`src/rtl/jtframe_ddram_avl.sv`:
```
// Registered bridge from the frame buffer's MiSTer-style DDRAM port to the DECA UniPHY
// Avalon-MM local port, with read-beat credit tracking and a calibration gate.
module jtframe_ddram_avl #(
  parameter int AW    = 26,
  parameter int BW    = 8,
  parameter int MAXRD = 16,
  parameter int BASE  = 0
) (
  input  logic          clk,
  input  logic          rst,
  input  logic          cal_done,
  input  logic [28:0]   ddram_addr,
  input  logic [BW-1:0] ddram_burstcnt,
  input  logic          ddram_rd,
  input  logic          ddram_we,
  input  logic [63:0]   ddram_din,
  input  logic [7:0]    ddram_be,
  output logic          ddram_busy,
  output logic [63:0]   ddram_dout,
  output logic          ddram_dout_ready,
  input  logic          avl_ready,
  output logic [AW-1:0] avl_addr,
  output logic [BW-1:0] avl_size,
  output logic          avl_burstbegin,
  output logic          avl_read_req,
  output logic          avl_write_req,
  output logic [63:0]   avl_wdata,
  output logic [7:0]    avl_be,
  input  logic [63:0]   avl_rdata,
  input  logic          avl_rdata_valid,
  output logic          err
);
  localparam int CW = $clog2(MAXRD + 1);

  typedef enum logic [1:0] {IDLE, RD, WR, WR_WAIT} state_t;

  state_t        state_q, state_d;
  logic [CW-1:0] outstanding_q, outstanding_d;
  logic          cal_q, cal_d;
  logic [AW-1:0] addr_q, addr_d;
  logic [BW-1:0] size_q, size_d;
  logic [BW-1:0] beats_left_q, beats_left_d;
  logic          burstbegin_q, burstbegin_d;
  logic          read_req_q, read_req_d;
  logic          write_req_q, write_req_d;
  logic [63:0]   wdata_q, wdata_d;
  logic [7:0]    be_q, be_d;
  logic [63:0]   dout_q, dout_d;
  logic          dout_ready_q, dout_ready_d;
  logic          err_q, err_d;

  logic [BW-1:0] eff_cnt;
  logic [31:0]   credit_need;
  logic          rd_credit;
  logic          busy;
  logic [BW-1:0] inc;
  logic          dec;
  logic          unused_addr;

  assign unused_addr = ^ddram_addr[28:AW];

  // A zero burst count still moves one beat, so it is charged as one.
  assign eff_cnt     = (ddram_burstcnt == '0) ? BW'(1) : ddram_burstcnt;
  assign credit_need = 32'(outstanding_q) + 32'(eff_cnt);
  assign rd_credit   = credit_need <= 32'(MAXRD);
  assign busy        = (state_q == RD) || (state_q == WR) ||
                       ((state_q == IDLE) && (!cal_q || !rd_credit));

  always_comb begin
    state_d      = state_q;
    addr_d       = addr_q;
    size_d       = size_q;
    beats_left_d = beats_left_q;
    burstbegin_d = burstbegin_q;
    read_req_d   = read_req_q;
    write_req_d  = write_req_q;
    wdata_d      = wdata_q;
    be_d         = be_q;
    err_d        = err_q;
    cal_d        = cal_done;
    dout_d       = avl_rdata;
    dout_ready_d = avl_rdata_valid;
    inc          = '0;
    case (state_q)
      IDLE: begin
        if (!busy && ddram_we) begin
          addr_d       = ddram_addr[AW-1:0] + AW'(BASE);
          size_d       = eff_cnt;
          beats_left_d = eff_cnt - BW'(1);
          wdata_d      = ddram_din;
          be_d         = ddram_be;
          write_req_d  = 1'b1;
          burstbegin_d = 1'b1;
          state_d      = WR;
          if (ddram_rd) err_d = 1'b1;
        end else if (!busy && ddram_rd) begin
          addr_d       = ddram_addr[AW-1:0] + AW'(BASE);
          size_d       = eff_cnt;
          read_req_d   = 1'b1;
          burstbegin_d = 1'b1;
          state_d      = RD;
        end
      end
      RD: begin
        burstbegin_d = 1'b0;
        if (avl_ready) begin
          read_req_d = 1'b0;
          inc        = size_q;
          state_d    = IDLE;
        end
      end
      WR: begin
        burstbegin_d = 1'b0;
        if (avl_ready) begin
          write_req_d = 1'b0;
          state_d     = (beats_left_q == '0) ? IDLE : WR_WAIT;
        end
      end
      WR_WAIT: begin
        if (ddram_rd) err_d = 1'b1;
        if (ddram_we) begin
          wdata_d      = ddram_din;
          be_d         = ddram_be;
          beats_left_d = beats_left_q - BW'(1);
          write_req_d  = 1'b1;
          state_d      = WR;
        end
      end
      default: state_d = IDLE;
    endcase
    // Returned data with nothing outstanding is a protocol error and is not counted.
    dec = avl_rdata_valid && (outstanding_q != '0);
    if (avl_rdata_valid && (outstanding_q == '0)) err_d = 1'b1;
    outstanding_d = outstanding_q + CW'(inc) - CW'(dec);
  end

  always_ff @(posedge clk) begin
    if (rst) begin
      state_q       <= IDLE;
      outstanding_q <= '0;
      cal_q         <= 1'b0;
      addr_q        <= '0;
      size_q        <= '0;
      beats_left_q  <= '0;
      burstbegin_q  <= 1'b0;
      read_req_q    <= 1'b0;
      write_req_q   <= 1'b0;
      wdata_q       <= '0;
      be_q          <= '0;
      dout_q        <= '0;
      dout_ready_q  <= 1'b0;
      err_q         <= 1'b0;
    end else begin
      state_q       <= state_d;
      outstanding_q <= outstanding_d;
      cal_q         <= cal_d;
      addr_q        <= addr_d;
      size_q        <= size_d;
      beats_left_q  <= beats_left_d;
      burstbegin_q  <= burstbegin_d;
      read_req_q    <= read_req_d;
      write_req_q   <= write_req_d;
      wdata_q       <= wdata_d;
      be_q          <= be_d;
      dout_q        <= dout_d;
      dout_ready_q  <= dout_ready_d;
      err_q         <= err_d;
    end
  end

  assign ddram_busy       = busy;
  assign ddram_dout       = dout_q;
  assign ddram_dout_ready = dout_ready_q;
  assign avl_addr         = addr_q;
  assign avl_size         = size_q;
  assign avl_burstbegin   = burstbegin_q;
  assign avl_read_req     = read_req_q;
  assign avl_write_req    = write_req_q;
  assign avl_wdata        = wdata_q;
  assign avl_be           = be_q;
  assign err              = err_q;

endmodule

```
`config.mk`:
```
export PLATFORM = sky130hd
export DESIGN_NAME = jtframe_ddram_avl
export DESIGN_NICKNAME = d
export VERILOG_FILES = /design/src/rtl/jtframe_ddram_avl.sv
export SDC_FILE = /design/constraint.sdc
export NUM_CORES = 1
export LEC_CHECK = 0
export BUFFER_PORTS_ARGS = -buffer_cell sky130_fd_sc_hd__buf_4
export CORE_UTILIZATION = 25
export DETAILED_ROUTE_END_ITERATION = 8
export MAX_ROUTING_LAYER = met4
export PLACE_DENSITY = 0.51
export SLEW_MARGIN = 5
export SYNTH_ARGS = -nofsm -noshare
export SYNTH_HDL_FRONTEND = slang
export SYNTH_SLANG_ARGS = --single-unit
```
`constraint.sdc`:
```
create_clock -name clk -period 3.3 [get_ports clk]
set_clock_uncertainty 0.1 [all_clocks]
set_input_delay 0.33 -clock clk [delete_from_list [all_inputs] [get_ports clk]]
set_output_delay 0.33 -clock clk [all_outputs]
set_load 0.02 [all_outputs]
```
# --- Word-level counts from Yosys, hierarchy flattened ---
# Cells that the tools add are included.
op_classes:
  eq_ne: 11
  order_cmp: 1
  n_reduce_logical: 30
  mux: 36
  add_sub_neg: 5
op_table:
  columns: ["op", "n"]
  rows:
  - ["two-way mux 64 bit", 2]
  - ["case mux 64 bit (2 select lines)", 1]
  - ["two-way mux 8 bit", 7]
  - ["two-way mux 26 bit", 2]
  - ["case mux 8 bit (2 select lines)", 2]
  - ["zero test 8 bit", 2]
  - ["subtractor 8 x 1 -> 8 bit (second input constant)", 2]
  - ["two-way mux 2 bit", 6]
  - ["AND reduction 4 bit", 3]
  - ["two-way mux 5 bit", 2]
  - ["adder 5 x 8 -> 9 bit", 1]
  - ["less-or-equal comparator 9 x 5 -> 1 bit (second input constant)", 1]
  - ["two-way mux 1 bit", 9]
  - ["!= test 2 bit (second input constant)", 4]
  - ["case mux 2 bit (4 select lines)", 1]
  - ["nonzero test 2 bit", 4]
  - ["!= test 3 x 1 -> 1 bit (second input constant)", 2]
  - ["case mux 1 bit (2 select lines)", 3]
  - ["AND reduction 2 bit", 3]
  - ["nonzero test 3 bit", 2]
  - ["adder 5 bit", 1]
  - ["logical AND 1 bit", 5]
  - ["zero test 5 bit", 1]
  - ["nonzero test 5 bit", 1]
  - ["10 further kinds", 16]
word_totals:
  output_inout_bits: 176
  input_bits: 180
  wordCells: 97
  register_bits: 191

# --- Logic depth before layout (Yosys ltp) ---
logic_depth:
  ltp_word: 13
  ltp_mapped: 15
  ltp_nobuf: 13

# --- Worst setup path after synthesis ---
# OpenSTA, ideal clock, no wires.
synth_path:
  kind: "input -> register"
  startpoint: "in ddram_burstcnt[2]"
  endpoint: "reg beats_left_q[2]"
  arrival_ns: 3.100
  required_ns: 3.126
  cell_stages: 12
  setup_time_ns: 0.074
  path_slack_ns: 0.026
  n_path_buf: 1
  path_cell_list: "clkbuf_1 nor3_1 a21o_1 ha_1 fa_1 and4bb_2 nand4_1 a221o_1 a211oi_2 a21oi_1 or3_1 a31oi_1"
synth_between:
  elab_chain_cells: 12
  elab_cells_between_ends: 15
  cone_classes: "2 x add/sub; 1 x order compare; 1 x eq/ne; 3 x mux; 8 x reduce/logical"
synth_rtl:
  columns: ["item", "line_no", "source"]
  rows:
  - ["start: declaration", "13", "input logic [BW-1:0] ddram_burstcnt,"]
  - ["zero test 8 bit (*)", "63", "assign eff_cnt = (ddram_burstcnt == '0) ? BW'(1) : ddram_burstcnt;"]
  - ["two-way mux 8 bit (*)", "63", null]
  - ["net eff_cnt[0]", "52", "logic [BW-1:0] eff_cnt;"]
  - ["adder 5 x 8 -> 9 bit", "64", "assign credit_need = 32'(outstanding_q) + 32'(eff_cnt);"]
  - ["less-or-equal comparator 9 x 5 -> 1 bit", "65", "assign rd_credit = credit_need <= 32'(MAXRD);"]
  - ["zero test 1 bit", "67", "((state_q == IDLE) && (!cal_q || !rd_credit));"]
  - ["logical OR 1 bit", "67", null]
  - ["logical AND 1 bit", "67", null]
  - ["logical OR 1 bit", "66", "assign busy = (state_q == RD) || (state_q == WR) ||"]
  - ["zero test 1 bit", "86", "if (!busy && ddram_we) begin"]
  - ["logical AND 1 bit", "86", null]
  - ["!= test 2 x 1 -> 1 bit (no line)", null, null]
  - ["AND reduction 3 bit (no line)", null, null]
  - ["end signal: assignment", "159", "beats_left_q <= beats_left_d;"]
  - ["end: declaration", "42", "logic [BW-1:0] beats_left_q, beats_left_d;"]
# Mark *: on every way through the listed nets, which the timed path passes. The rest lies on a longest branch. The select of a mux whose other input is x is not followed.
# A chain may end at the register's enable or synchronous reset.

# --- Worst setup path after layout ---
layout_path:
  startpoint: "reg outstanding_q[0]"
  endpoint: "out ddram_busy"
layout_between:
  elab_chain_cells: 6
layout_rtl:
  columns: ["item", "line_no", "source"]
  rows:
  - ["start: declaration", "38", "logic [CW-1:0] outstanding_q, outstanding_d;"]
  - ["start signal: assignment", "155", "outstanding_q <= outstanding_d;"]
  - ["adder 5 x 8 -> 9 bit", "64", null]
  - ["less-or-equal comparator 9 x 5 -> 1 bit", "65", null]
  - ["zero test 1 bit", "67", null]
  - ["logical OR 1 bit", "67", null]
  - ["logical AND 1 bit", "67", null]
  - ["logical OR 1 bit", "66", null]
  - ["end: declaration", "18", "output logic ddram_busy,"]
# No other way between the ends.

==> impl_metrics.csv <==
group,metric,value,unit
sta,fin_crit_sh,93.9,%
layout,layout_commonest_cell,"sky130_fd_sc_hd__buf_4",
floorplanning,floorplan.rows,61,
placement,placed_wire_length_estimate_after_detailed_placement,16.2,mm
logic_synthesis,netlist_instances,813,
layout,multi_input_comb_area,2950,sq um
logic_synthesis,synthesis.area,7060,sq um
min_path,hp-class,"in -> reg",
placement,portBuffers,352,
route,drt_drc_violations_left,0,
logic_synthesis,synth_sequential_area_ratio,54.2,%
setup_path,critical-path-top-cell-by-count,"sky130_fd_sc_hd__buf_4",
sta,post-route-worst-setup-slack,201,ps
route,ant_nets,0,
sta,worst_slew_pin_slew,598,ps
route,routedWlPerCell,14.6,um
route,drt-initial-drc-count,294,
floorplanning,fp.dieH,170,um
cts,clock_latency,440,ps
cts,tritoncts,"yes",
global_route,antenna_found_initial,0,
logic_synthesis,synth_largest_type_area_fraction,54.2,%
sta,final_period_minus_worst_setup_slack,3100,ps
sta,timing.hold.ws,18.5,ps
layout,finish.net_count,1412,
global_route,largest_net_degree_at_the_start_of_global_routing,73,
power_and_ir_drop,max-vdd-ir-drop,245,uV
global_route,first_global_vias,6540,
power_and_ir_drop,power_density,530,nW/um^2
setup_path,path_delay_family,"adder cells",
global_route,grt_first_pass_wirelength,35.3,mm
global_route,remaining_global_route_overflow,0,
setup_path,crit_chain,"ha_1 -> fa_2 -> and4bb_2 -> nand4_1 -> a221o_1 -> a21oi_2 -> buf_4 -> o21bai_1 -> buf_4",
logic_synthesis,synth.lib_cells_used.distinct,53,
floorplanning,die-width,170,um
layout,num_antenna_cells,0,
floorplanning,die_area,28900,sq um
logic_synthesis,mappedNetlistNets,1013,
setup_path,worstPathArrival,2670,ps
logic_synthesis,netlist.top_cell.by_area,"sky130_fd_sc_hd__dfxtp_1",
setup_path,timing.critical_path.fanout_max,4,
sta,fmax,323,MHz
sta,maxSlewHeadroom,59.7,%
setup_path,critical_path.max_stage_delay,390,ps
cts,cts_max_path_buffers,2,
layout,layout.core_utilization,41.3,%
setup_path,cp.buffers_inverters,2,
route,viasPerCell,4.26,
cts,sink_count_of_the_clock_tree,191,
setup_path,crit_path_slowest_cell,"sky130_fd_sc_hd__a221o_1",
layout,commonest_cells_after_routing_fill_and_taps_aside,"366 x sky130_fd_sc_hd__buf_4, 218 x sky130_fd_sc_hd__nand2_1, 191 x sky130_fd_sc_hd__dfxtp_1",
global_route,global_route.usage.total,16.2,%
layout,ff_latch_area,3820,sq um
sta,setup_viol_count_final,0,
layout,fillCellCount,2829,
setup_path,worst_setup_path_end_kind,"primary output",
placement,placed_cells,1511,
route,routed-via-count,6835,
sta,final_max_slew_violation_count,0,
route,detail_route.wirelength,23.5,mm
logic_synthesis,synthArstFlopShare,0,%
setup_path,worstSetupPathType,"reg -> out",
sta,finalHoldViolCount,0,
logic_synthesis,postSynthRegisterBits,191,
run,timing.max_cap.violations,0,
setup_path,critPathRequiredTime,2870,ps
sta,rsz_0062_raised_after_global_routing,"false",
cts,cts-htree-levels,4,
cts,clk_transition_reported_paths,70,ps
power_and_ir_drop,power.leakage,4.91,nW
floorplanning,ios,356,
setup_path,cp-start-kind,"register",
cts,cts_buffers,17,
logic_synthesis,postSynthAreaPerCell,8.68,sq um
cts,root_buffer_selected_by_cts,"sky130_fd_sc_hd__clkbuf_16",
layout,stdcell_count,1603,
status,status,"finished clean",
route,firstDrtPassIters,4,
logic_synthesis,synth-warning-count,0,
logic_synthesis,yosys_most_used_dff,"sky130_fd_sc_hd__dfxtp_1",
placement,routabilityCongestion,0.775,
logic_synthesis,synth_top_cells_by_area,"sky130_fd_sc_hd__dfxtp_1 54%, sky130_fd_sc_hd__nand2_1 12%, sky130_fd_sc_hd__a21oi_1 8.7%, sky130_fd_sc_hd__nor2b_1 6.3%, sky130_fd_sc_hd__ha_1 3.2%",
floorplanning,core_region_area,27800,sq um
placement,dpl_worst_slack,-26.3,ps
floorplanning,initial_core_util,25.4,%
layout,post_route_cells_drive_above_1_share,34.3,%
logic_synthesis,synth-edff-count,0,
layout,area_growth_syn_to_layout,62.6,%
==> worst paths after layout <==
kind / startpoint / end / slack [ps] / cells past startpoint
setup / recovery: outstanding_q[0]$_SDFF_PP0_ / ddram_busy / 200 / 9
hold / removal: avl_rdata[62] / ddram_dout[62]$_SDFF_PP0_ / 20 / 2
setup reg to reg: outstanding_q[0]$_SDFF_PP0_ / avl_wdata[44]$_SDFFE_PP0P_ / 270 / 11
hold reg to reg: avl_wdata[27]$_SDFFE_PP0P_ / avl_wdata[27]$_SDFFE_PP0P_ / 350 / 2
==> area by class of cell <==
class / count / share of cell area, %
clock buffers: 17 / 3.71
well taps: 378 / 4.12
repair buffers: 434 / 30.6
flip-flops and latches: 191 / 33.3
multi-input cells: 550 / 25.7
clock inverters: 15 / 1.92
inverters: 18 / 0.589
==> flip-flops by register name, summed over array words and instances (netlist names), 2 cells and up <==
register and flops:
avl_wdata 64, ddram_dout 64, avl_addr 26, avl_be 8
avl_size 8, beats_left_q 8, outstanding_q 5, state_q 2
==> cells by family after synthesis <==
group / Yosys count / synth area share, %
compound gates: 170 / 13.7
buf+inv: 72 / 4.54
simple gates: 349 / 22.4
xor+xnor: 7 / 0.869
flops: 191 / 54.2
fa+ha+maj: 20 / 3.76
mux: 4 / 0.567
==> power breakdown <==
part	switching [mW]	total (mW)	internal (mW)
registers	0.0717	2.49	2.42
logic	0.657	1.28	0.622
clock network	1.01	2.31	1.30
==> synthesized netlist by cell type, types with 2 or more instances <==
cell,instances
sky130_fd_sc_hd__nand2_1,218
sky130_fd_sc_hd__mux2i_1,4
sky130_fd_sc_hd__buf_4,4
sky130_fd_sc_hd__nor4_1,3
sky130_fd_sc_hd__o21ai_0,13
sky130_fd_sc_hd__a211oi_1,3
sky130_fd_sc_hd__nor3b_1,2
sky130_fd_sc_hd__o211ai_1,2
sky130_fd_sc_hd__and3_1,2
sky130_fd_sc_hd__xnor2_1,4
sky130_fd_sc_hd__nor3_1,8
sky130_fd_sc_hd__a21oi_1,123
sky130_fd_sc_hd__nor2_1,22
sky130_fd_sc_hd__nand3_1,9
sky130_fd_sc_hd__ha_1,18
sky130_fd_sc_hd__nor2b_1,71
sky130_fd_sc_hd__clkbuf_1,36
sky130_fd_sc_hd__buf_6,3
sky130_fd_sc_hd__dfxtp_1,191
sky130_fd_sc_hd__buf_2,10
sky130_fd_sc_hd__inv_1,18
sky130_fd_sc_hd__fa_1,2
sky130_fd_sc_hd__o41ai_1,2
sky130_fd_sc_hd__and2_1,3
sky130_fd_sc_hd__or3_1,2
sky130_fd_sc_hd__a21o_1,6
sky130_fd_sc_hd__o21a_1,2
sky130_fd_sc_hd__xor2_1,3
sky130_fd_sc_hd__a31oi_1,5
==> per-stage QoR <==
stage	cell area, sq um	setup TNS, ps	power (mW)
CTS	11400	0	6.13
floorplan	7060	0	3.25
finish	11500	0	6.08
detailed placement	10200	-449	3.73
global placement	10200	-1.84	3.72
global route	11500	0	6.41
==> routing by layer <==
layer | global-route usage, % | up-vias | part of all wire (%)
li1 | - | 3459 | -
met1 | 19.0 | 3118 | 44
met2 | 25.7 | 236 | 47
met3 | 5.51 | 22 | 8.2
met4 | 5.52 | 0 | 1.5
met5 | - | - | 0
==> what timing repair did <==
item	in CTS	in global routing
setup buffers	0	1
setup endpoints to repair	0	1
resized for setup	0	6
endpoints found under the hold margin	59	0
hold buffers	59	0
Note: power is estimated with default switching activity, not from simulation.
